**config.mk**
```make
export PLATFORM = sky130hd
export DESIGN_NAME = pll_lock_sequencer
export DESIGN_NICKNAME = d
export VERILOG_FILES = /design/src/rtl/pll_seq_pkg.sv /design/src/rtl/pll_seq_sync2.sv /design/src/rtl/pll_lock_sequencer.sv
export SDC_FILE = /design/constraint.sdc
export NUM_CORES = 1
export LEC_CHECK = 0
export ABC_AREA = 0
export CAP_MARGIN = 20
export CORE_MARGIN = 2
export CORE_UTILIZATION = 66
export CTS_CLUSTER_SIZE = 12
export DETAILED_ROUTE_END_ITERATION = 7
export DONT_BUFFER_PORTS = 1
export PLACE_DENSITY = 0.82
export SYNTH_ARGS = -nofsm -noshare
export SYNTH_HDL_FRONTEND = slang
export SYNTH_HIERARCHICAL = 1
export SYNTH_SLANG_ARGS = --single-unit
export TNS_END_PERCENT = 30
```
**constraint.sdc**
```tcl
create_clock -name clk -period 3.5 [get_ports clk]
set_input_delay 0.875 -clock clk [delete_from_list [all_inputs] [get_ports clk]]
set_output_delay 0.875 -clock clk [all_outputs]
set_load 0.03 [all_outputs]
```
**src/rtl/pll_seq_pkg.sv**
```systemverilog
// pll_seq_pkg: state encoding and default timing constants shared by the PLL lock sequencer
package pll_seq_pkg;
  localparam int PLL_SEQ_STATE_W = 3;
  typedef enum logic [PLL_SEQ_STATE_W-1:0] {
    RST_HOLD  = 3'd0,
    WAIT_LOCK = 3'd1,
    STABLE    = 3'd2,
    GATE_DLY  = 3'd3,
    RUN       = 3'd4,
    FAIL      = 3'd5
  } pll_seq_state_t;
  localparam int PLL_SEQ_RST_HOLD_CYC     = 100;
  localparam int PLL_SEQ_LOCK_TIMEOUT_CYC = 50000;
  localparam int PLL_SEQ_LOCK_STABLE_CYC  = 64;
  localparam int PLL_SEQ_GATE_DELAY_CYC   = 16;
  localparam int PLL_SEQ_MAX_RETRY        = 3;
endpackage

```
**src/rtl/pll_seq_sync2.sv**
```systemverilog
// pll_seq_sync2: generic two-flop synchronizer with async active-low reset to 0
module pll_seq_sync2 #(
  parameter int W = 1
) (
  input  logic         clk,
  input  logic         rst_n,
  input  logic [W-1:0] d,
  output logic [W-1:0] q
);
  logic [W-1:0] m;
  always_ff @(posedge clk or negedge rst_n)
    if (!rst_n) {q, m} <= '0;
    else {q, m} <= {m, d};
endmodule

```
**src/rtl/pll_lock_sequencer.sv**
```systemverilog
// pll_lock_sequencer: PLL reset/lock-debounce/clock-gate sequencer; PLL_LOCK_LOSS_RECOVER_EN enables lock-loss auto-recovery and lost_cnt
module pll_lock_sequencer
  import pll_seq_pkg::*;
#(
  parameter int RST_HOLD_CYC     = PLL_SEQ_RST_HOLD_CYC,
  parameter int LOCK_TIMEOUT_CYC = PLL_SEQ_LOCK_TIMEOUT_CYC,
  parameter int LOCK_STABLE_CYC  = PLL_SEQ_LOCK_STABLE_CYC,
  parameter int GATE_DELAY_CYC   = PLL_SEQ_GATE_DELAY_CYC,
  parameter int MAX_RETRY        = PLL_SEQ_MAX_RETRY,
  localparam int RW = MAX_RETRY > 0 ? $clog2(MAX_RETRY + 1) : 1
) (
  input  logic                       clk,
  input  logic                       rst_n,
  input  logic                       restart,
  input  logic                       pll_lock,
  output logic                       pll_rst,
  output logic                       clkout0_gate,
  output logic                       ready,
  output logic                       fail,
  output logic [RW-1:0]              retry_cnt,
  output logic [PLL_SEQ_STATE_W-1:0] state_o
`ifdef PLL_LOCK_LOSS_RECOVER_EN
  ,
  output logic [7:0]                 lost_cnt
`endif
);
  localparam int HW = $clog2(RST_HOLD_CYC + 1);
  localparam int TW = $clog2(LOCK_TIMEOUT_CYC + 1);
  localparam int SW = $clog2(LOCK_STABLE_CYC + 1);
  localparam int GW = $clog2(GATE_DELAY_CYC + 1);
  pll_seq_state_t state, nxt;
  logic lock_s, timeout, lost, ws_now, ws_nxt;
  logic [HW-1:0] hcnt;
  logic [TW-1:0] tcnt;
  logic [SW-1:0] scnt;
  logic [GW-1:0] gcnt;
  logic [RW-1:0] retry_nxt;
`ifdef PLL_LOCK_LOSS_RECOVER_EN
  localparam pll_seq_state_t LOSS_ST = RST_HOLD;
  always_ff @(posedge clk or negedge rst_n)
    if (!rst_n) lost_cnt <= '0;
    else if (lost && !restart) lost_cnt <= lost_cnt + 8'(lost_cnt != 8'hff);
`else
  localparam pll_seq_state_t LOSS_ST = FAIL;
`endif
  pll_seq_sync2 #(.W(1)) u_sync (.clk(clk), .rst_n(rst_n), .d(pll_lock), .q(lock_s));
  assign state_o = state;
  assign ws_now = state == WAIT_LOCK || state == STABLE;
  assign ws_nxt = nxt == WAIT_LOCK || nxt == STABLE;
  always_comb begin
    nxt = state;
    retry_nxt = retry_cnt;
    lost = 1'b0;
    timeout = tcnt == TW'(LOCK_TIMEOUT_CYC - 1);
    case (state)
      RST_HOLD: nxt = hcnt == HW'(RST_HOLD_CYC - 1) ? WAIT_LOCK : RST_HOLD;
      WAIT_LOCK, STABLE:
        if (timeout) begin
          nxt = retry_cnt == RW'(MAX_RETRY) ? FAIL : RST_HOLD;
          retry_nxt = retry_cnt + RW'(retry_cnt != RW'(MAX_RETRY));
        end
        else if (!lock_s) nxt = WAIT_LOCK;
        else nxt = state == WAIT_LOCK ? STABLE : scnt == SW'(LOCK_STABLE_CYC - 1) ? GATE_DLY : STABLE;
      GATE_DLY, RUN: begin
        lost = !lock_s;
        nxt = lost ? LOSS_ST : state == RUN || gcnt == GW'(GATE_DELAY_CYC - 1) ? RUN : GATE_DLY;
      end
      default: nxt = FAIL;
    endcase
    if (restart || (lost && LOSS_ST == RST_HOLD)) retry_nxt = '0;
    if (restart) nxt = RST_HOLD;
  end
  always_ff @(posedge clk or negedge rst_n)
    if (!rst_n) begin
      state        <= RST_HOLD;
      retry_cnt    <= '0;
      hcnt         <= '0;
      tcnt         <= '0;
      scnt         <= '0;
      gcnt         <= '0;
      pll_rst      <= 1'b1;
      clkout0_gate <= 1'b0;
      ready        <= 1'b0;
      fail         <= 1'b0;
    end else begin
      state        <= nxt;
      retry_cnt    <= retry_nxt;
      hcnt         <= state == RST_HOLD && nxt == RST_HOLD && !restart ? hcnt + HW'(hcnt != HW'(RST_HOLD_CYC)) : '0;
      tcnt         <= ws_now && ws_nxt ? tcnt + TW'(tcnt != TW'(LOCK_TIMEOUT_CYC)) : '0;
      scnt         <= state == STABLE && nxt == STABLE ? scnt + SW'(scnt != SW'(LOCK_STABLE_CYC)) : '0;
      gcnt         <= state == GATE_DLY && nxt == GATE_DLY ? gcnt + GW'(gcnt != GW'(GATE_DELAY_CYC)) : '0;
      pll_rst      <= nxt == RST_HOLD || nxt == FAIL;
      clkout0_gate <= nxt == RUN;
      ready        <= nxt == RUN;
      fail         <= nxt == FAIL;
    end
endmodule
```
Yosys cells after proc, flatten, opt, wreduce, memory -nomap -nowiden
Cells that the tools add are included.
{ "totals": {"register_bits": 45, "inputBits": 4, "output_inout_bits": 9, "wordCells": 69} }
{ "classes": {"add_sub_neg": 5, "n_eq_ne": 19, "n_mux": 17, "reduce_logical": 17} }
{ "op_table": {"columns": ["operator", "n"], "rows": [
  ["16-bit by 1-bit adder with 16-bit output", 1],
  ["16-bit equality test (second input constant)", 1],
  ["16-bit 2-to-1 mux", 1],
  ["16-bit inequality test (second input constant)", 1],
  ["3-bit 2-to-1 mux", 5],
  ["7-bit by 1-bit adder with 7-bit output", 2],
  ["7-bit 2-to-1 mux", 2],
  ["7-bit inequality test (second input constant)", 2],
  ["3-bit by 2-bit equality test with 1-bit output (second input constant)", 4],
  ["3-bit equality test (second input constant)", 3],
  ["3-bit one-hot mux with 3 select lines", 1],
  ["2-bit 2-to-1 mux", 4],
  ["7-bit by 6-bit equality test with 1-bit output (second input constant)", 1],
  ["7-bit equality test (second input constant)", 1],
  ["3-bit by 1-bit equality test with 1-bit output (second input constant)", 2],
  ["3-bit zero test", 2],
  ["5-bit by 1-bit adder with 5-bit output", 1],
  ["5-bit by 4-bit equality test with 1-bit output (second input constant)", 1],
  ["1-bit logical AND", 5],
  ["5-bit 2-to-1 mux", 1],
  ["5-bit inequality test (second input constant)", 1],
  ["1-bit logical OR", 4],
  ["2-bit nonzero test", 2],
  ["2-bit OR reduction", 2],
  ["other kinds (6)", 8]
]} }

Logic depth before layout (Yosys ltp)
Gate-level depths: netlist of the first run.
{ "logic_depth": {"word_depth": 11, "depth_mapped": 11, "mapped_depth_nobuf": 11} }

Hierarchy
The synthesis of the first run kept the hierarchy.
{ "by_module_without_submodules": {"columns": ["mod", "instances", "cells_per_inst", "area_per_inst_um2", "seq_area_each_um2"], "rows": [
  ["pll_lock_sequencer", 1, 240, 2412.3, 1077.3],
  ["pll_seq_sync2", 1, 2, 50.0, 50.0]
]} }

Worst setup path after synthesis of the first run
Ideal clock, no wire load.
{ "synth_timing": {"kind": "input to register", "start": "in restart", "end": "reg scnt[2]", "setup_ns": 0.069, "arrival_ns": 2.120, "setup_slack_ns": 1.312, "cell_stages": 7, "path_buffers": 2, "cell_sequence": "clkbuf_1 > nor3_1 > and3_1 > nand3_1 > or3_1 > buf_6 > nor2_2"} }
{ "synth_between": {"elab_chain_cells": 4} }
{ "synth_rtl": {"columns": ["element", "line", "source"], "rows": [
  ["start, declared", "pll_lock_sequencer.sv:14", "input logic restart,"],
  ["3-bit 2-to-1 mux", "pll_lock_sequencer.sv:71", "if (restart) nxt = RST_HOLD;"],
  ["3-bit by 2-bit equality test with 1-bit output", "pll_lock_sequencer.sv:90", "scnt <= state == STABLE && nxt == STABLE ? scnt + SW'(scnt != SW'(LOCK_STABLE_CYC)) : '0;"],
  ["1-bit logical AND", "pll_lock_sequencer.sv:90", null],
  ["7-bit 2-to-1 mux", "pll_lock_sequencer.sv:90", null],
  ["end signal, assigned", "pll_lock_sequencer.sv:90", null],
  ["end, declared", "pll_lock_sequencer.sv:35", "logic [SW-1:0] scnt;"]
]} }
No other way between the ends.
A chain may end at the register's enable or synchronous reset.

Worst setup path after layout of the first run
{ "layout_timing": {"start": "reg state[2] (netlist: state_o[2])", "end": "reg tcnt[3]"} }
{ "layout_between": {"elab_chain_cells": 10, "elab_cells_between_ends": 21, "cone_classes": "eq/ne (6); mux (8); reduce/logical (7)"} }
{ "layout_rtl": {"columns": ["element", "line", "source"], "rows": [
  ["start, declared", "pll_lock_sequencer.sv:31", "pll_seq_state_t state, nxt;"],
  ["start signal, assigned", "pll_lock_sequencer.sv:86", "state <= nxt;"],
  ["3-bit by 1-bit equality test with 1-bit output or 3-bit equality test (tied branches)", null, null],
  ["1-bit 2-to-1 mux or 1-bit logical OR (tied branches)", "pll_lock_sequencer.sv:63, pll_lock_sequencer.sv:66", null],
  ["2-bit 2-to-1 mux or 3-bit 2-to-1 mux (tied branches)", "pll_lock_sequencer.sv:62, pll_lock_sequencer.sv:66", null],
  ["3-bit 2-to-1 mux, on equally long branches", "pll_lock_sequencer.sv:58, pll_lock_sequencer.sv:66", null],
  ["3-bit one-hot mux with 3 select lines", "pll_lock_sequencer.sv:55", "case (state)"],
  ["3-bit 2-to-1 mux", "pll_lock_sequencer.sv:71", null],
  ["3-bit by 1-bit equality test with 1-bit output or 3-bit by 2-bit equality test with 1-bit output (tied branches)", "pll_lock_sequencer.sv:49", "assign ws_nxt = nxt == WAIT_LOCK || nxt == STABLE;"],
  ["1-bit logical OR", "pll_lock_sequencer.sv:49", null],
  ["1-bit logical AND *", "pll_lock_sequencer.sv:89", "tcnt <= ws_now && ws_nxt ? tcnt + TW'(tcnt != TW'(LOCK_TIMEOUT_CYC)) : '0;"],
  ["16-bit 2-to-1 mux *", "pll_lock_sequencer.sv:89", null],
  ["end signal, assigned", "pll_lock_sequencer.sv:89", null],
  ["end, declared", "pll_lock_sequencer.sv:34", "logic [TW-1:0] tcnt;"]
]} }
Mark *: on every way between the ends. The rest lies on a longest branch, timed or not.

==> results of run 1 <==
-- registers in the layout, summed over array words and instances, names as in the netlist, 2 cells and up --
register / count
scnt: 7
hcnt: 7
tcnt: 16
state_o: 3
gcnt: 5
retry_cnt: 2
-- Yosys cell counts (all sizes together) (4+ instances only) --
cell	n
dfrtp	44
nor2	32
nand3	21
a21oi	18
ha	15
inv	15
xor2	15
xnor2	13
nor3	11
nand2	10
and3	7
buf	6
nor3b	5
nand4	4
-- cell families (layout without fill, tap and decap cells) --
| logic type | after synthesis | count (layout) |
|---|---|---|
| xor gates and xnor gates | 28 | 28 |
| adders and majority gates | 15 | 15 |
| DFF | 45 | 45 |
| AOI/OAI and AO/OA | 27 | 27 |
| buffers and inverters | 22 | 23 |
| and+or+nand+nor | 105 | 105 |
-- stage by stage --
| step | std cells | hold slack [ns] |
|---|---|---|
| floorplan | 242 | 0.331 |
| global placement | 283 | 0.333 |
| detailed placement | 283 | 0.338 |
| CTS | 291 | 0.247 |
| global route | 291 | 0.235 |
| finish | 291 | 0.248 |
-- path summary, 6_finish.rpt --
| kind | to | slack (ns) | cells past startpoint |
|---|---|---|---|
| setup / recovery | tcnt[3] | 1.02 | 5 |
| hold / removal | hcnt[4] | 0.25 | 0 |
| setup reg to reg | tcnt[3] | 1.02 | 5 |
| hold reg to reg | u_sync/q | 0.35 | 0 |
| max in group asynchronous | pll_rst | 3.07 | 0 |
| min in group clk | u_sync/q | 0.35 | 0 |
-- power groups by stage --
| stage | logic (mW) | registers [mW] | clock network [mW] |
|---|---|---|---|
| after floorplan | 0.0107 | 0.538 | 0 |
| after global placement | 0.0111 | 0.539 | 0 |
| after detailed placement | 0.0121 | 0.539 | 0 |
| after CTS | 0.0123 | 0.529 | 0.406 |
| after global routing | 0.0139 | 0.530 | 0.429 |
| final | 0.0121 | 0.529 | 0.400 |
-- critical path: stages, from the launching register on --
cell and delay, ns:
dfrtp_1 0.71, nor3b_1 0.10, or3_1 0.36, a311o_1 0.40
nand3_1 0.58, a21oi_1 0.16
-- metal layers --
| layer | global-route usage [%] | part of all wire [%] | vias up |
|---|---|---|---|
| met2 | 36.7 | 47 | 27 |
| li1 | - | - | 826 |
| met1 | 32.1 | 47 | 795 |
| met3 | 5.90 | 4.2 | 6 |
| met5 | 0 | 0 | - |
| met4 | 6.77 | 1.3 | 0 |
-- final cells by class --
class	count	area (um2)	area share [%]
clock inverters	3	46.3	1.79
inverters	15	56.3	2.18
well taps	48	60.1	2.32
clock buffers	5	68.8	2.66
flip-flops and latches	45	1130	43.6
multi-input cells	175	1230	47.5
-- cell usage in the layout (no fill, tap or decap), types with 10 or more instances in the layout --
| cell | count |
|---|---|
| xor2_1 | 15 |
| xnor2_1 | 13 |
| nor2_1 | 25 |
| dfrtp_1 | 44 |
| nand3_1 | 21 |
| nand2_1 | 10 |
| a21oi_2 | 11 |
| nor3_1 | 11 |
| inv_1 | 15 |
| ha_1 | 15 |
==> results.cfg, run 1 <==
[timing]
clock.fmax_mhz = 403
fin_ws_ns = 1.02
finalSetupViolations = 0
hold_viol = 0
min_period_ns = 2.48
drv_slew = 0
worst_clock_skew_ns = 0.0139
finalSetupTns_ns = 0
worstMarginPinSlew_ns = 0.952
slew_headroom_pct = 36.5
rsz0062_at_grt = no
post-route-period-util_pct = 71.0

[cts]
clockRootBuffer = clkbuf_8
cts_resized = 0
cts_max_path_buffers = 2
cts-buffers-inserted = 5
cts_hold_buf = 0
cts_tree = done
cts.htree.levels = 2
path_clk_slew_ns = 0.10
post-cts-setup-buffers = 0
clkSinkCount = 45
insertion_delay_ns = 0.31

[floorplan]
die_y_um = 65.1
core.rowCount = 22
design.core.area_mm2 = 0.00363
design.portCount = 13
die_w_um = 65.1
dieArea_mm2 = 0.00424
initial_utilization_pct = 67.8

[yosys]
ys.flop_type = dfrtp_1
async_flop_share_pct = 100
synth_compound_area_share_pct = 8.38
synth_top_area_cell = dfrtp_1
synth.distinct_cells = 37
avgSynthCellArea_um2 = 10.2
syn_inst = 242
synth_seq_area_share_pct = 45.8
synth_area_leaders = dfrtp_1 (45%), ha_1 (7.6%), xor2_1 (5.3%), xnor2_1 (4.6%), nand3_1 (4.3%)
synth_top_family_by_area = simple AND/OR/NAND/NOR gates
synth_edf_count = 0
netlist.area_leader.share_pct = 44.7
netlist_area_mm2 = 0.00246
synth-seq-cells = 45
synthAdderAreaFrac_pct = 7.62
yosys_warnings = 6
synth_simple_gate_area_share_pct = 23.9
syn_nets = 261
synth-xor-area-share_pct = 9.96
synthMuxAreaShare_pct = 0

[worst_setup_path]
cp-startpoint = state_o[2]
path_max_fanout = 16
endpoint_kind = register
reg2reg_from = state_o[2]
cp-start-kind = register
worstPathArrival_ns = 2.62
criticalPathCategory = register to register
worstPathRequired_ns = 3.64

[run_status]
status = finished, final reports clean

[global_routing]
grt_pass1_vias = 1644
gr-usage-all-layers_pct = 23.3
grt-ovfl-total = 0
antenna_found_initial = 0
grt_pass1_wl_um = 7580
grt_start_max_net_pins = 46

[finish]
final_core_util_pct = 71.2
drive_above_1_share_pct = 13.6
fin_nets = 261
postLayoutCellArea_mm2 = 0.00259
layout-area-overhead-vs-synth_pct = 5.03
antenna_cells = 0
fillerInstances = 268

[detailed_routing]
route.detailed.drc = 0
firstDrtPassIters = 4
dr.first_iter.drc_count = 102
ant_nets = 0
post_drt_wl_per_cell_um = 14.4
wl_um = 4180
vias = 1654
vias_per_cell = 5.68

[pwr]
swShare_pct = 21.0
switchingPower_uw = 198
intPower_uw = 743
p_seq_share_pct = 56.2
ir_worst_vdd_mv = 0.264
power_density_mw_per_mm2 = 364
finalPower_uw = 941
pwr-share-comb_pct = 1.3
p_leak_nw = 1.08
power.share.clock_pct = 42.5

[placed_design]
gp_congestion = 0.784
dpl_cell_area_mm2 = 0.00247
dp_slack_ns = 1.04
hpwl_um = 2880
numPortBuffers = 0

[flow_run]
drv_cap = 0

[worst_hold_path]
hp-class = input port to async pin
Note: power is estimated with default switching activity, not from simulation.
==> run 2: changes to the inputs <==
CORE_UTILIZATION = 63   (was 66)
PLACE_DENSITY = 0.79   (was 0.82)
clock period = 2.35 ns   (was 3.5 ns; I/O delays follow)
==> results.cfg, run 2 (same netlist as run 1, synthesis figures left out) <==
[run_status]
status = finished, final reports clean

[floorplan]
core.rowCount = 22
die_y_um = 66.5
design.core.area_mm2 = 0.00372
dieArea_mm2 = 0.00442
die_w_um = 66.5
design.portCount = 13
initial_utilization_pct = 66.3

[cts]
cts-buffers-inserted = 5
clockRootBuffer = clkbuf_8
cts_max_path_buffers = 2
path_clk_slew_ns = 0.09
post-cts-setup-buffers = 0
cts_tree = done
insertion_delay_ns = 0.31
clkSinkCount = 45
cts.htree.levels = 2

[pwr]
p_leak_nw = 1.14
switchingPower_uw = 295
p_seq_share_pct = 56.0
ir_worst_vdd_mv = 0.448
power.share.clock_pct = 41.2
swShare_pct = 21.0
power_density_mw_per_mm2 = 525
intPower_mw = 1.11
pwr-share-comb_pct = 2.8

[worst_setup_path]
reg2reg_from = gcnt[1]
criticalPathCategory = register to register
endpoint_kind = register
cp_slowest_cell = o21ai_4
cp-startpoint = gcnt[1]
worstPathArrival_ns = 2.29
crit_family = compound AO/OA/AOI/OAI gates
slowest_delay_ns = 0.53
cp-start-kind = register
r2r_end = tcnt[4]
r2r_setup_slack_ns = 0.22
worstPathCellList = ha_1 > nand4b_1 > nor3b_1 > nor3_1 > a31o_2 > o21ai_4 > a21oi_1
worstPathRequired_ns = 2.51
reg2reg_depth = 7
worstSetupEndpoint = tcnt[4]
cp.buffers_inverters = 0
path_max_fanout = 16
cp.depth = 7

[global_routing]
antenna_found_initial = 0
grt_pass1_vias = 1685
grt_start_max_net_pins = 45
gr-usage-all-layers_pct = 23.5
grt-ovfl-total = 0
grt_pass1_wl_um = 7710

[timing]
finalSetupViolations = 0
post-route-period-util_pct = 90.5
drv_slew = 0
hold_ws_ns = 0.109
hold_viol = 0
min_period_ns = 2.13
rsz0062_at_grt = no
clock.fmax_mhz = 470
finalSetupTns_ns = 0
fin_ws_ns = 0.224
worstMarginPinSlew_ns = 0.614
slew_headroom_pct = 58.9
worst_clock_skew_ns = 0.0126

[flow_run]
drv_cap = 0

[finish]
final_common_cell = dfrtp_1
antenna_cells = 0
drive_above_1_share_pct = 16.7
final_core_util_pct = 72.1
layout-area-overhead-vs-synth_pct = 8.79
top_register = tcnt
largest_reg_flops = 16
reg.largest.list = tcnt: 16 flops, hcnt: 7 flops, scnt: 7 flops
final_cell_mix = dfrtp_1 (44), nor2_1 (25), nand3_1 (21)
fin_nets = 270

[detailed_routing]
dr.first_iter.drc_count = 227
route.detailed.drc = 0
wl_um = 4430
ant_nets = 0
firstDrtPassIters = 4
vias_per_cell = 5.72
post_drt_wl_per_cell_um = 14.8
vias = 1717

[placed_design]
gp_congestion = 0.845
dp_slack_ns = -0.0266
hpwl_um = 2990
numPortBuffers = 0

[worst_hold_path]
hp-class = input port to async pin
==> run 2: changes by cell type in the layout (fill, tap and decap cells not counted), sizes merged <==
cell / delta
clkinvlp: -1
clkbuf: +1
buf: +9
==> run 2: final cells by class <==
type / count / area [um2]
Sequential cell: 45 / 1130
Tap cell: 48 / 60.1
Fill cell: 267 / 1040
Inverter: 15 / 56.3
Multi-Input combinational cell: 175 / 1240
Timing Repair Buffer: 9 / 87.6
Clock buffer: 6 / 72.6
Clock inverter: 2 / 35.0
==> run 2: worst min path at each step <==
stage	startpoint	end	slack, ns	depth (start not counted)
after floorplan	rst_n	fail	0.29	0
after global placement	rst_n	hcnt[4]	0.29	0
after detailed placement	rst_n	hcnt[3]	0.29	0
after CTS	rst_n	pll_rst	0.12	0
after global routing	rst_n	pll_rst	0.09	0
final	rst_n	ready	0.11	1
==> run 2: power by group through the flow <==
stage	clock network (mW)	registers (mW)	logic (mW)
detailed placement	0	0.803	0.0210
global placement	0	0.802	0.0190
floorplan	0	0.802	0.0159
finish	0.578	0.787	0.0398
global route	0.630	0.788	0.0466
CTS	0.584	0.787	0.0415
==> run 2: metrics by stage <==
| stage | area [um2] | total power [mW] | std cells |
|---|---|---|---|
| after floorplan | 2460 | 0.817 | 242 |
| after global placement | 2530 | 0.821 | 291 |
| after detailed placement | 2530 | 0.824 | 291 |
| after CTS | 2670 | 1.41 | 300 |
| after global routing | 2680 | 1.47 | 300 |
| final | 2680 | 1.41 | 300 |
==> run 2: layer usage <==
| metal | vias up | routed length, um | GRT usage (%) |
|---|---|---|---|
| met3 | 7 | 259 | 6.59 |
| met4 | 0 | 88 | 9.95 |
| met5 | - | 0 | 0 |
| li1 | 842 | - | - |
| met1 | 826 | 2010 | 31.0 |
| met2 | 42 | 2070 | 36.4 |
==> run 2: what timing repair did <==
item                                   4_1_cts  5_1_grt
resized for setup                            1        1
pin swaps                                    0        0
hold buffers                                 1        0
endpoints found under the hold margin       44        0
setup endpoints to repair                    6        1
==> run 3: changes to the inputs <==
MAX_ROUTING_LAYER = met4   (was not set)
==> results.cfg, run 3 (same netlist as run 1, synthesis figures left out) <==
[timing]
finalSetupTns_ns = 0
worstMarginPinSlew_ns = 0.611
drv_slew = 0
worst_clock_skew_ns = 0.0136
slew_headroom_pct = 59.1
rsz0062_at_grt = no
hold_ws_ns = 0.110
min_period_ns = 2.13
finalSetupViolations = 0
clock.fmax_mhz = 470
hold_viol = 0
post-route-period-util_pct = 90.6

[floorplan]
die_w_um = 66.5
core.rowCount = 22
design.portCount = 13
initial_utilization_pct = 66.3
dieArea_mm2 = 0.00442
die_y_um = 66.5
design.core.area_mm2 = 0.00372

[worst_setup_path]
cp_slowest_cell = a311oi_2
worstPathArrival_ns = 2.35
reg2reg_depth = 6
slowest_delay_ns = 0.53
criticalPathCategory = register to register
path_max_fanout = 16
worstPathRequired_ns = 2.57
endpoint_kind = register
r2r_setup_slack_ns = 0.22
reg2reg_from = scnt[0]
cp-start-kind = register
crit_family = compound AO/OA/AOI/OAI gates
cp.buffers_inverters = 0
r2r_end = tcnt[12]
worstPathCellList = ha_1 > nand4b_1 > or3_1 > a311oi_2 > o21ai_4 > a21oi_2

[global_routing]
grt-ovfl-total = 0
gr-usage-all-layers_pct = 24.1
grt_start_max_net_pins = 45
antenna_found_initial = 0
grt_pass1_vias = 1686
grt_pass1_wl_um = 7710
grt_use_met3_pct = 5.57
busiest_layer = met2
use_met1_pct = 31.2
met2_usage_pct = 36.3

[finish]
multiInputGateArea_mm2 = 0.00124
antenna_cells = 0
seq_area_mm2 = 0.00113
largest_reg_flops = 16
final_common_cell = dfrtp_1
fin_nets = 270
final_cell_mix = dfrtp_1 (44), nor2_1 (25), nand3_1 (21)
top_register = tcnt
final_core_util_pct = 72.1
drive_above_1_share_pct = 16.7
layout-area-overhead-vs-synth_pct = 8.79
reg.largest.list = tcnt: 16 flops, hcnt: 7 flops, scnt: 7 flops
fillerInstances = 267

[worst_hold_path]
hp-class = input port to async pin

[pwr]
finalPower_mw = 1.40
power_density_mw_per_mm2 = 524
p_leak_nw = 1.14
ir_worst_vdd_mv = 0.446

[detailed_routing]
ant_nets = 0
post_drt_wl_per_cell_um = 14.8
dr.first_iter.drc_count = 240
wl_um = 4430
vias_per_cell = 5.72
firstDrtPassIters = 4
route.detailed.drc = 0
vias = 1715

[cts]
post-cts-setup-buffers = 0
cts.htree.levels = 2
clockRootBuffer = clkbuf_8
clkSinkCount = 45
insertion_delay_ns = 0.30
path_clk_slew_ns = 0.09
cts_max_path_buffers = 2
cts-buffers-inserted = 5
cts_tree = done

[placed_design]
hpwl_um = 2990
numPortBuffers = 0
gp_congestion = 0.859

[run_status]
status = finished, final reports clean

[flow_run]
drv_cap = 0
run 3: worst max path at each step:
stage / startpoint / cells after the start / endpoint
final: scnt[0] / 6 / tcnt[12]
after global routing: scnt[0] / 6 / tcnt[4]
after CTS: scnt[0] / 6 / scnt[5]
after detailed placement: tcnt[10] / 6 / tcnt[2]
after global placement: tcnt[10] / 6 / tcnt[4]
after floorplan: state_o[2] / 7 / tcnt[10]
run 3: cell type report:
class                      count  share of cell area [%]
tap                           48                    2.24
multi-input combinational    175                    46.3
inverter                      15                    2.10
clock buffer                   6                    2.71
timing repair buffer           9                    3.27
sequential                    45                    42.1
clock inverter                 2                    1.31
run 3: routing by layer:
layer	wire length, um	part of all wire, %
met1	2020	46
met4	90	2.0
met3	224	5.1
met2	2090	47
met5	0	0
run 3: per-stage QoR:
step	cell area [um2]	setup WS, ns	cells
floorplan	2460	0.302	242
CTS	2670	0.161	300
global placement	2530	0.0485	291
finish	2680	0.221	300
global route	2680	0.0286	300
detailed placement	2530	-0.0266	291
run 3: power breakdown:
| part | total (mW) | switching (mW) | internal, mW |
|---|---|---|---|
| logic | 0.0399 | 0.0251 | 0.0147 |
| registers | 0.787 | 0.00740 | 0.780 |
| clock network | 0.577 | 0.261 | 0.316 |
run 3: what timing repair did:
action,4_1_cts,5_1_grt
endpoints found under the setup margin,6,1
hold endpoints to repair,44,0
hold buffers,1,0
gates resized for setup,1,1
==> RTL change 1: new RTL, config.mk and constraints of run 2 <==
`PLL_SEQ_LOCK_STABLE_CYC`: 64 -> 256.
--- a/src/rtl/pll_seq_pkg.sv
+++ b/src/rtl/pll_seq_pkg.sv
@@ -11,7 +11,7 @@
   } pll_seq_state_t;
   localparam int PLL_SEQ_RST_HOLD_CYC     = 100;
   localparam int PLL_SEQ_LOCK_TIMEOUT_CYC = 50000;
-  localparam int PLL_SEQ_LOCK_STABLE_CYC  = 64;
+  localparam int PLL_SEQ_LOCK_STABLE_CYC  = 256;
   localparam int PLL_SEQ_GATE_DELAY_CYC   = 16;
   localparam int PLL_SEQ_MAX_RETRY        = 3;
 endpackage
Check against the original RTL: no difference found for any inputs over 10 cycles, from zero or initial values and one cycle with rst_n low; that may be too few to reach the edited logic, so the function may still have changed.
==> RTL change 1 against run 2 <==
  * The flow now finishes with violations (setup timing)
  * Critical path depth fell by 1
  * Wire length up 19%
  * Global-route usage up 1.4 points
  * Total power shrank 2.4%
  * Largest power group unchanged
  * Sequential cell count up 2
  * Final area increased by 11%
  * Clock skew shrank 8.2 ps
  * Setup slack worse by 360 ps
  * Area after synthesis rose by 1.4%
  * Clock power decreased by 13%
  * Cell count rose by 9.0%
==> RTL change 1: results (changes against run 2) <==
stage,metric,value,unit,change
min_path,Hold Path Class,input pin to asynchronous set/reset pin,,unchanged
synth,top_reg_cell synth,dfrtp_1,,unchanged
sta,worst hold slack,123,ps,was 109 ps
layout,# fillers,228,,was 267
sta,Finish-stage setup viols,23,,was 0
clock_network,CTS buffer count,5,,unchanged
sta,Fin Clk Skew,4.42,ps,was 12.6 ps
place,port bufs,0,,unchanged
synth,Avg Inst Size Synth,9.98,sq um,was 10.2 sq um
sta,Least-Margin Pin Slew,534,ps,was 614 ps
synth,Post-synth ARST share,100,%,unchanged
grt,largest net degree at the start of global routing,47,,was 45
grt,global-route wire length before repair,8270,microns,was 7710 microns
grt,GRT Overall Usage,24.9,%,was 23.5%
synth,Area contributors post-synth,"dfrtp_1 (46%), ha_1 (7.0%), nor2_1 (6.8%), xor2_1 (5.6%), xnor2_1 (4.9%)",,"was dfrtp_1 (45%), ha_1 (7.6%), xor2_1 (5.3%), xnor2_1 (4.6%), nand3_1 (4.3%)"
layout,Final Non-Filler Cells,327,,was 300
setup_path,reg2reg path depth,6,,was 7
setup_path,Crit path max-delay family,simple AND/OR/NAND/NOR gates,,was compound AO/OA/AOI/OAI gates
setup_path,worst-path fanout max,7,,was 16
setup_path,CP arrival,2720,ps,was 2290 ps
pwr,static leakage,0.00125,uW,was 0.00114 uW
synth,top post-synthesis cells by count,"dfrtp_1 (46), nor2_1 (45), nand3_1 (18)",,"was dfrtp_1 (44), nor2_1 (25), nand3_1 (21)"
layout,diodes inserted,0,,unchanged
route,Routed WL,5270,microns,was 4430 microns
pwr,VDD IR max,334,uV,was 448 uV
setup_path,"Max stage delay cell, worst path",or4b_4,,was o21ai_4
synth,synth unique cells,43,,was 37
clock_network,CTS root buffer,clkbuf_8,,unchanged
place,Final HPWL DP,3360,microns,was 2990 microns
sta,max-slew violations,0,,unchanged
route,routed vias/inst,5.79,,was 5.72
route,1st-iter DRT viols,206,,was 227
floorplan,Die X-Extent,66.9,microns,was 66.5 microns
sta,setup TNS,-2440,ps,was 0 ps
run_status,failing checks,setup timing,,
clock_network,Max Root-Sink Buffers,2,,unchanged
place,dpl ws,-199,ps,was -26.6 ps
layout,largest registers,"tcnt (16), scnt (9), hcnt (7)",,"was tcnt (16), hcnt (7), scnt (7)"
place,GPL Wtd Cong,0.785,,was 0.845
synth,post-synthesis sequential area ratio,47.2,%,was 45.8%
clock_network,clk slew on worst S/H paths,80,ps,
grt,antenna violations before repair,0,,unchanged
synth,Syn Nets,268,,was 261
setup_path,Crit Reg-Reg Endpoint,hcnt[1],,was tcnt[4]
setup_path,max incr delay on CP,580,ps,was 530 ps
setup_path,Worst R2R Start,tcnt[12],,was gcnt[1]
sta,Setup WS post-layout,-134,ps,was 224 ps
layout,Nets,296,,was 270
clock_network,worst skew pair latency,300,ps,
synth,synthesis warning total,6,,unchanged
place,placed cells,312,,was 291
layout,layout cell share with drive strength beyond 1,25.1,%,was 16.7%
grt,number of global-route vias before repair,1905,,was 1685
run_status,run status,"finished, violations left",,"was finished, final reports clean"
RTL change 1: kinds of logic after synthesis:
group / Yosys count / synth area share (%)
and+or+nand+nor: 124 / 27.1
DFF: 47 / 47.2
xor gates and xnor gates: 30 / 10.5
buffers and inverters: 20 / 3.81
adders and majority gates: 14 / 7.02
AOI/OAI and AO/OA: 13 / 3.46
muxes: 2 / 0.952
RTL change 1: how the worst max path moves through the flow:
| stage | cells after the start | slack (ps) | to | start |
|---|---|---|---|---|
| 2_1_floorplan | 8 | -80 | hcnt[2] | tcnt[12] |
| 3_3_place_gp | 10 | -120 | tcnt[15] | tcnt[12] |
| 3_5_place_dp | 6 | -200 | tcnt[7] | tcnt[12] |
| 4_1_cts | 10 | -130 | tcnt[15] | tcnt[12] |
| 5_1_grt | 11 | -240 | tcnt[15] | tcnt[12] |
| 6_report | 6 | -130 | hcnt[1] | tcnt[12] |
RTL change 1: stage by stage:
| step | util (%) | cell area [sq um] | total power, uW |
|---|---|---|---|
| 2_1_floorplan | - | 2530 | 861 |
| 3_3_place_gp | 72.1 | 2700 | 862 |
| 3_5_place_dp | 72.1 | 2700 | 864 |
| 4_1_cts | 76.4 | 2860 | 1370 |
| 5_1_grt | 79.2 | 2960 | 1420 |
| 6_report | 79.2 | 2960 | 1370 |
RTL change 1: where the power goes:
part           switching, uW  leakage (uW)  internal [uW]
clock                    266     0.0000482            238
combinational           28.6      0.000555           15.6
sequential              9.28      0.000646            814
RTL change 1: routing by layer:
layer / vias to the layer above / track usage [%] / wire length [microns]
met5: - / 0 / 0
met4: 0 / 11.2 / 95
met3: 11 / 5.24 / 208
met2: 45 / 43.3 / 2800
met1: 941 / 29.4 / 2170
li1: 897 / - / -
RTL change 1: repair_timing:
| action | 4_1_cts | 5_1_grt |
|---|---|---|
| gates resized for setup | 2 | 18 |
| setup buffers | 2 | 3 |
| setup endpoints to repair | 31 | 34 |
| hold buffers | 1 | 0 |
| pin swaps | 0 | 10 |
| cloned | 0 | 1 |
| hold endpoints to repair | 46 | 0 |
RTL change 1: area by class of cell:
cell class | count | area, sq um | share of cell area, %
Sequential cell | 47 | 1180 | 39.7
Timing Repair Buffer | 27 | 239 | 8.06
Clock buffer | 7 | 86.3 | 2.91
Clock inverter | 1 | 5.00 | 0.169
Tap cell | 48 | 60.1 | 2.03
Multi-Input combinational cell | 184 | 1350 | 45.5
Inverter | 13 | 48.8 | 1.65
==> RTL change 2: new RTL, flow settings as in run 2 <==
Made on the original files. Register the output `retry_cnt` once more, with the module's reset; this adds one clock of latency there. The other outputs are not delayed to match.
--- a/src/rtl/pll_lock_sequencer.sv
+++ b/src/rtl/pll_lock_sequencer.sv
@@ -28,6 +28,8 @@
   localparam int TW = $clog2(LOCK_TIMEOUT_CYC + 1);
   localparam int SW = $clog2(LOCK_STABLE_CYC + 1);
   localparam int GW = $clog2(GATE_DELAY_CYC + 1);
+
+  logic [RW-1:0] retry_cnt_s0;
   pll_seq_state_t state, nxt;
   logic lock_s, timeout, lost, ws_now, ws_nxt;
   logic [HW-1:0] hcnt;
@@ -49,15 +51,15 @@
   assign ws_nxt = nxt == WAIT_LOCK || nxt == STABLE;
   always_comb begin
     nxt = state;
-    retry_nxt = retry_cnt;
+    retry_nxt = retry_cnt_s0;
     lost = 1'b0;
     timeout = tcnt == TW'(LOCK_TIMEOUT_CYC - 1);
     case (state)
       RST_HOLD: nxt = hcnt == HW'(RST_HOLD_CYC - 1) ? WAIT_LOCK : RST_HOLD;
       WAIT_LOCK, STABLE:
         if (timeout) begin
-          nxt = retry_cnt == RW'(MAX_RETRY) ? FAIL : RST_HOLD;
-          retry_nxt = retry_cnt + RW'(retry_cnt != RW'(MAX_RETRY));
+          nxt = retry_cnt_s0 == RW'(MAX_RETRY) ? FAIL : RST_HOLD;
+          retry_nxt = retry_cnt_s0 + RW'(retry_cnt_s0 != RW'(MAX_RETRY));
         end
         else if (!lock_s) nxt = WAIT_LOCK;
         else nxt = state == WAIT_LOCK ? STABLE : scnt == SW'(LOCK_STABLE_CYC - 1) ? GATE_DLY : STABLE;
@@ -73,7 +75,7 @@
   always_ff @(posedge clk or negedge rst_n)
     if (!rst_n) begin
       state        <= RST_HOLD;
-      retry_cnt    <= '0;
+      retry_cnt_s0 <= '0;
       hcnt         <= '0;
       tcnt         <= '0;
       scnt         <= '0;
@@ -84,7 +86,7 @@
       fail         <= 1'b0;
     end else begin
       state        <= nxt;
-      retry_cnt    <= retry_nxt;
+      retry_cnt_s0 <= retry_nxt;
       hcnt         <= state == RST_HOLD && nxt == RST_HOLD && !restart ? hcnt + HW'(hcnt != HW'(RST_HOLD_CYC)) : '0;
       tcnt         <= ws_now && ws_nxt ? tcnt + TW'(tcnt != TW'(LOCK_TIMEOUT_CYC)) : '0;
       scnt         <= state == STABLE && nxt == STABLE ? scnt + SW'(scnt != SW'(LOCK_STABLE_CYC)) : '0;
@@ -94,4 +96,12 @@
       ready        <= nxt == RUN;
       fail         <= nxt == FAIL;
     end
+  always_ff @(posedge clk or negedge rst_n) begin
+    if (!rst_n) begin
+      retry_cnt <= '0;
+    end else begin
+      retry_cnt <= retry_cnt_s0;
+    end
+  end
+
 endmodule
Check against the original RTL: no difference found for any inputs over 10 cycles, from zero or initial values and one cycle with rst_n low; that may be too few to reach the edited logic, so the function may still have changed.
==> RTL change 2 against run 2 <==
  * The flow now finishes with violations (setup timing)
  * Via count is 3.3% higher
  * Total power down 0.92%
  * Area after synthesis is 2.7% lower
  * Sequential cell count up 2
  * Setup slack got worse by 360 ps
  * Final area up 5.0%
  * Wire length up 3.0%
==> RTL change 2: results (changes against run 2) <==
stage,metric,value,unit,change
synth,Post-synth ARST share,100,%,unchanged
route,Pre-antenna DRT Iters,4,,unchanged
setup_path,CP arrival,2680,ps,was 2290 ps
clock_network,# H-tree levels,2,,unchanged
route,1st-iter DRT viols,141,,was 227
route,Routed WL,4570,microns,was 4430 microns
sta,Fin Clk Skew,8.38,ps,was 12.6 ps
clock_network,CTS root buffer,clkbuf_8,,unchanged
synth,Area contributors post-synth,"dfrtp_1 (48%), ha_1 (7.8%), xor2_1 (7.3%), nor2_1 (7.2%), nand3_1 (3.8%)",,"was dfrtp_1 (45%), ha_1 (7.6%), xor2_1 (5.3%), xnor2_1 (4.6%), nand3_1 (4.3%)"
sta,Finish-stage setup viols,27,,was 0
setup_path,worst-path fanout max,16,,unchanged
grt,GRT Overall Usage,24.8,%,was 23.5%
setup_path,max incr delay on CP,560,ps,was 530 ps
pwr,static leakage,0.00129,uW,was 0.00114 uW
clock_network,worst skew pair latency,300,ps,
layout,layout cell share with drive strength beyond 1,18.4,%,was 16.7%
layout,Nets,285,,was 270
layout,diodes inserted,0,,unchanged
min_path,Hold Path Class,input pin to asynchronous set/reset pin,,unchanged
sta,setup TNS,-2200,ps,was 0 ps
sta,Setup WS post-layout,-136,ps,was 224 ps
sta,Least-Margin Pin Slew,523,ps,was 614 ps
route,routed vias/inst,5.63,,was 5.72
run_status,failing checks,setup timing,,
place,Final HPWL DP,2970,microns,was 2990 microns
run_status,run status,"finished, violations left",,"was finished, final reports clean"
synth,Syn Nets,260,,was 261
synth,synthesis warning total,6,,unchanged
synth,area share of the largest cell type after synthesis,48.0,%,was 44.7%
layout,# fillers,229,,was 267
route,residual DRC count,0,,unchanged
pwr,VDD IR max,466,uV,was 448 uV
grt,antenna violations before repair,0,,unchanged
setup_path,"Max stage delay cell, worst path",or4_4,,was o21ai_4
clock_network,Max Root-Sink Buffers,2,,unchanged
grt,largest net degree at the start of global routing,47,,was 45
place,port bufs,0,,unchanged
layout,largest registers,"tcnt (16), hcnt (7), scnt (7)",,unchanged
clock_network,CTS buffer count,5,,unchanged
place,GPL Wtd Cong,0.797,,was 0.845
synth,synth unique cells,37,,unchanged
synth,top post-synthesis cells by count,"dfrtp_1 (46), nor2_1 (46), xor2_1 (20)",,"was dfrtp_1 (44), nor2_1 (25), nand3_1 (21)"
clock_network,clk slew on worst S/H paths,80,ps,
synth,post-synthesis sequential area ratio,49.1,%,was 45.8%
grt,global-route wire length before repair,8090,microns,was 7710 microns
grt,number of global-route vias before repair,1777,,was 1685
## RTL change 2: changes by cell type in the layout (fill, tap and decap cells not counted), moves of 4 or more
cell,change
a21oi_2,-10
nor2b_1,+5
buf_4,+14
and3_1,-4
nor2_2,-4
nor2_1,+17
inv_1,+4
xor2_1,+5
nor3b_1,-4
xnor2_1,-5
nor3_1,-9
a21oi_1,-4
## RTL change 2: layer usage
layer	share of wire [%]	GRT usage [%]	wire (microns)	vias to the layer above
li1	-	-	-	851
met1	44	33.1	2010	876
met2	50	39.4	2280	36
met3	3.7	4.79	171	10
met4	2.1	10.7	97	0
met5	0	0	0	-
## RTL change 2: critical path: cells and delay by family, from the launching register on
family / cells / cell delay [ps]
flops: 1 / 380
simple gates: 3 / 1160
buf+inv: 1 / 160
compound gates: 1 / 350
mux: 1 / 310
## RTL change 2: what timing repair did
action,4_1_cts,5_1_grt
buffers inserted,3,0
resized for setup,11,4
pin swaps,8,2
endpoints found under the hold margin,46,0
setup endpoints to repair,32,33
gates cloned,0,0
hold buffers,1,0
## RTL change 2: power by group
group | total [uW] | switching [uW] | internal, uW | leakage [uW]
logic | 41.8 | 27.4 | 14.5 | 0.000597
registers | 822 | 7.95 | 814 | 0.000646
clock network | 528 | 260 | 269 | 0.0000515
## RTL change 2: area by class of cell
class                           count  area, sq um  area share, %
Timing Repair Buffer               25          224           7.97
Inverter                           19         71.3           2.54
Sequential cell                    47         1180           41.9
Tap cell                           48         60.1           2.14
Clock buffer                        8          100           3.56
Multi-Input combinational cell    168         1180           41.9
## RTL change 2: final timing paths
kind                          start       end  slack [ps]  cells past startpoint
hold reg to reg            u_sync/m  u_sync/q         360                      0
setup / recovery           tcnt[12]   tcnt[2]        -140                      6
min in group clk           pll_lock  u_sync/m         310                      0
hold / removal                rst_n   pll_rst         120                      0
max in group asynchronous     rst_n   scnt[6]        2020                      1
setup reg to reg           tcnt[12]   tcnt[2]        -140                      6
## RTL change 2: metrics by stage
stage	setup slack (ps)	area, sq um	util, %	instances
2_1_floorplan	-212	2420	-	241
3_3_place_gp	-236	2600	71.0	304
3_5_place_dp	-299	2600	71.0	304
4_1_cts	-153	2800	76.4	315
5_1_grt	-236	2810	76.8	315
6_report	-136	2810	76.8	315
## RTL change 2: cells by family (layout without fill, tap and decap cells)
group	after synthesis	after routing	synth area share [%]
XOR/XNOR	28	28	10.2
AO/OA/AOI/OAI	11	11	4.07
multiplexers	1	1	0.574
AND/OR/NAND/NOR	113	113	23.6
buffers and inverters	26	52	4.60
flip-flops	47	47	49.1
adder cells (fa/ha/maj)	15	15	7.83
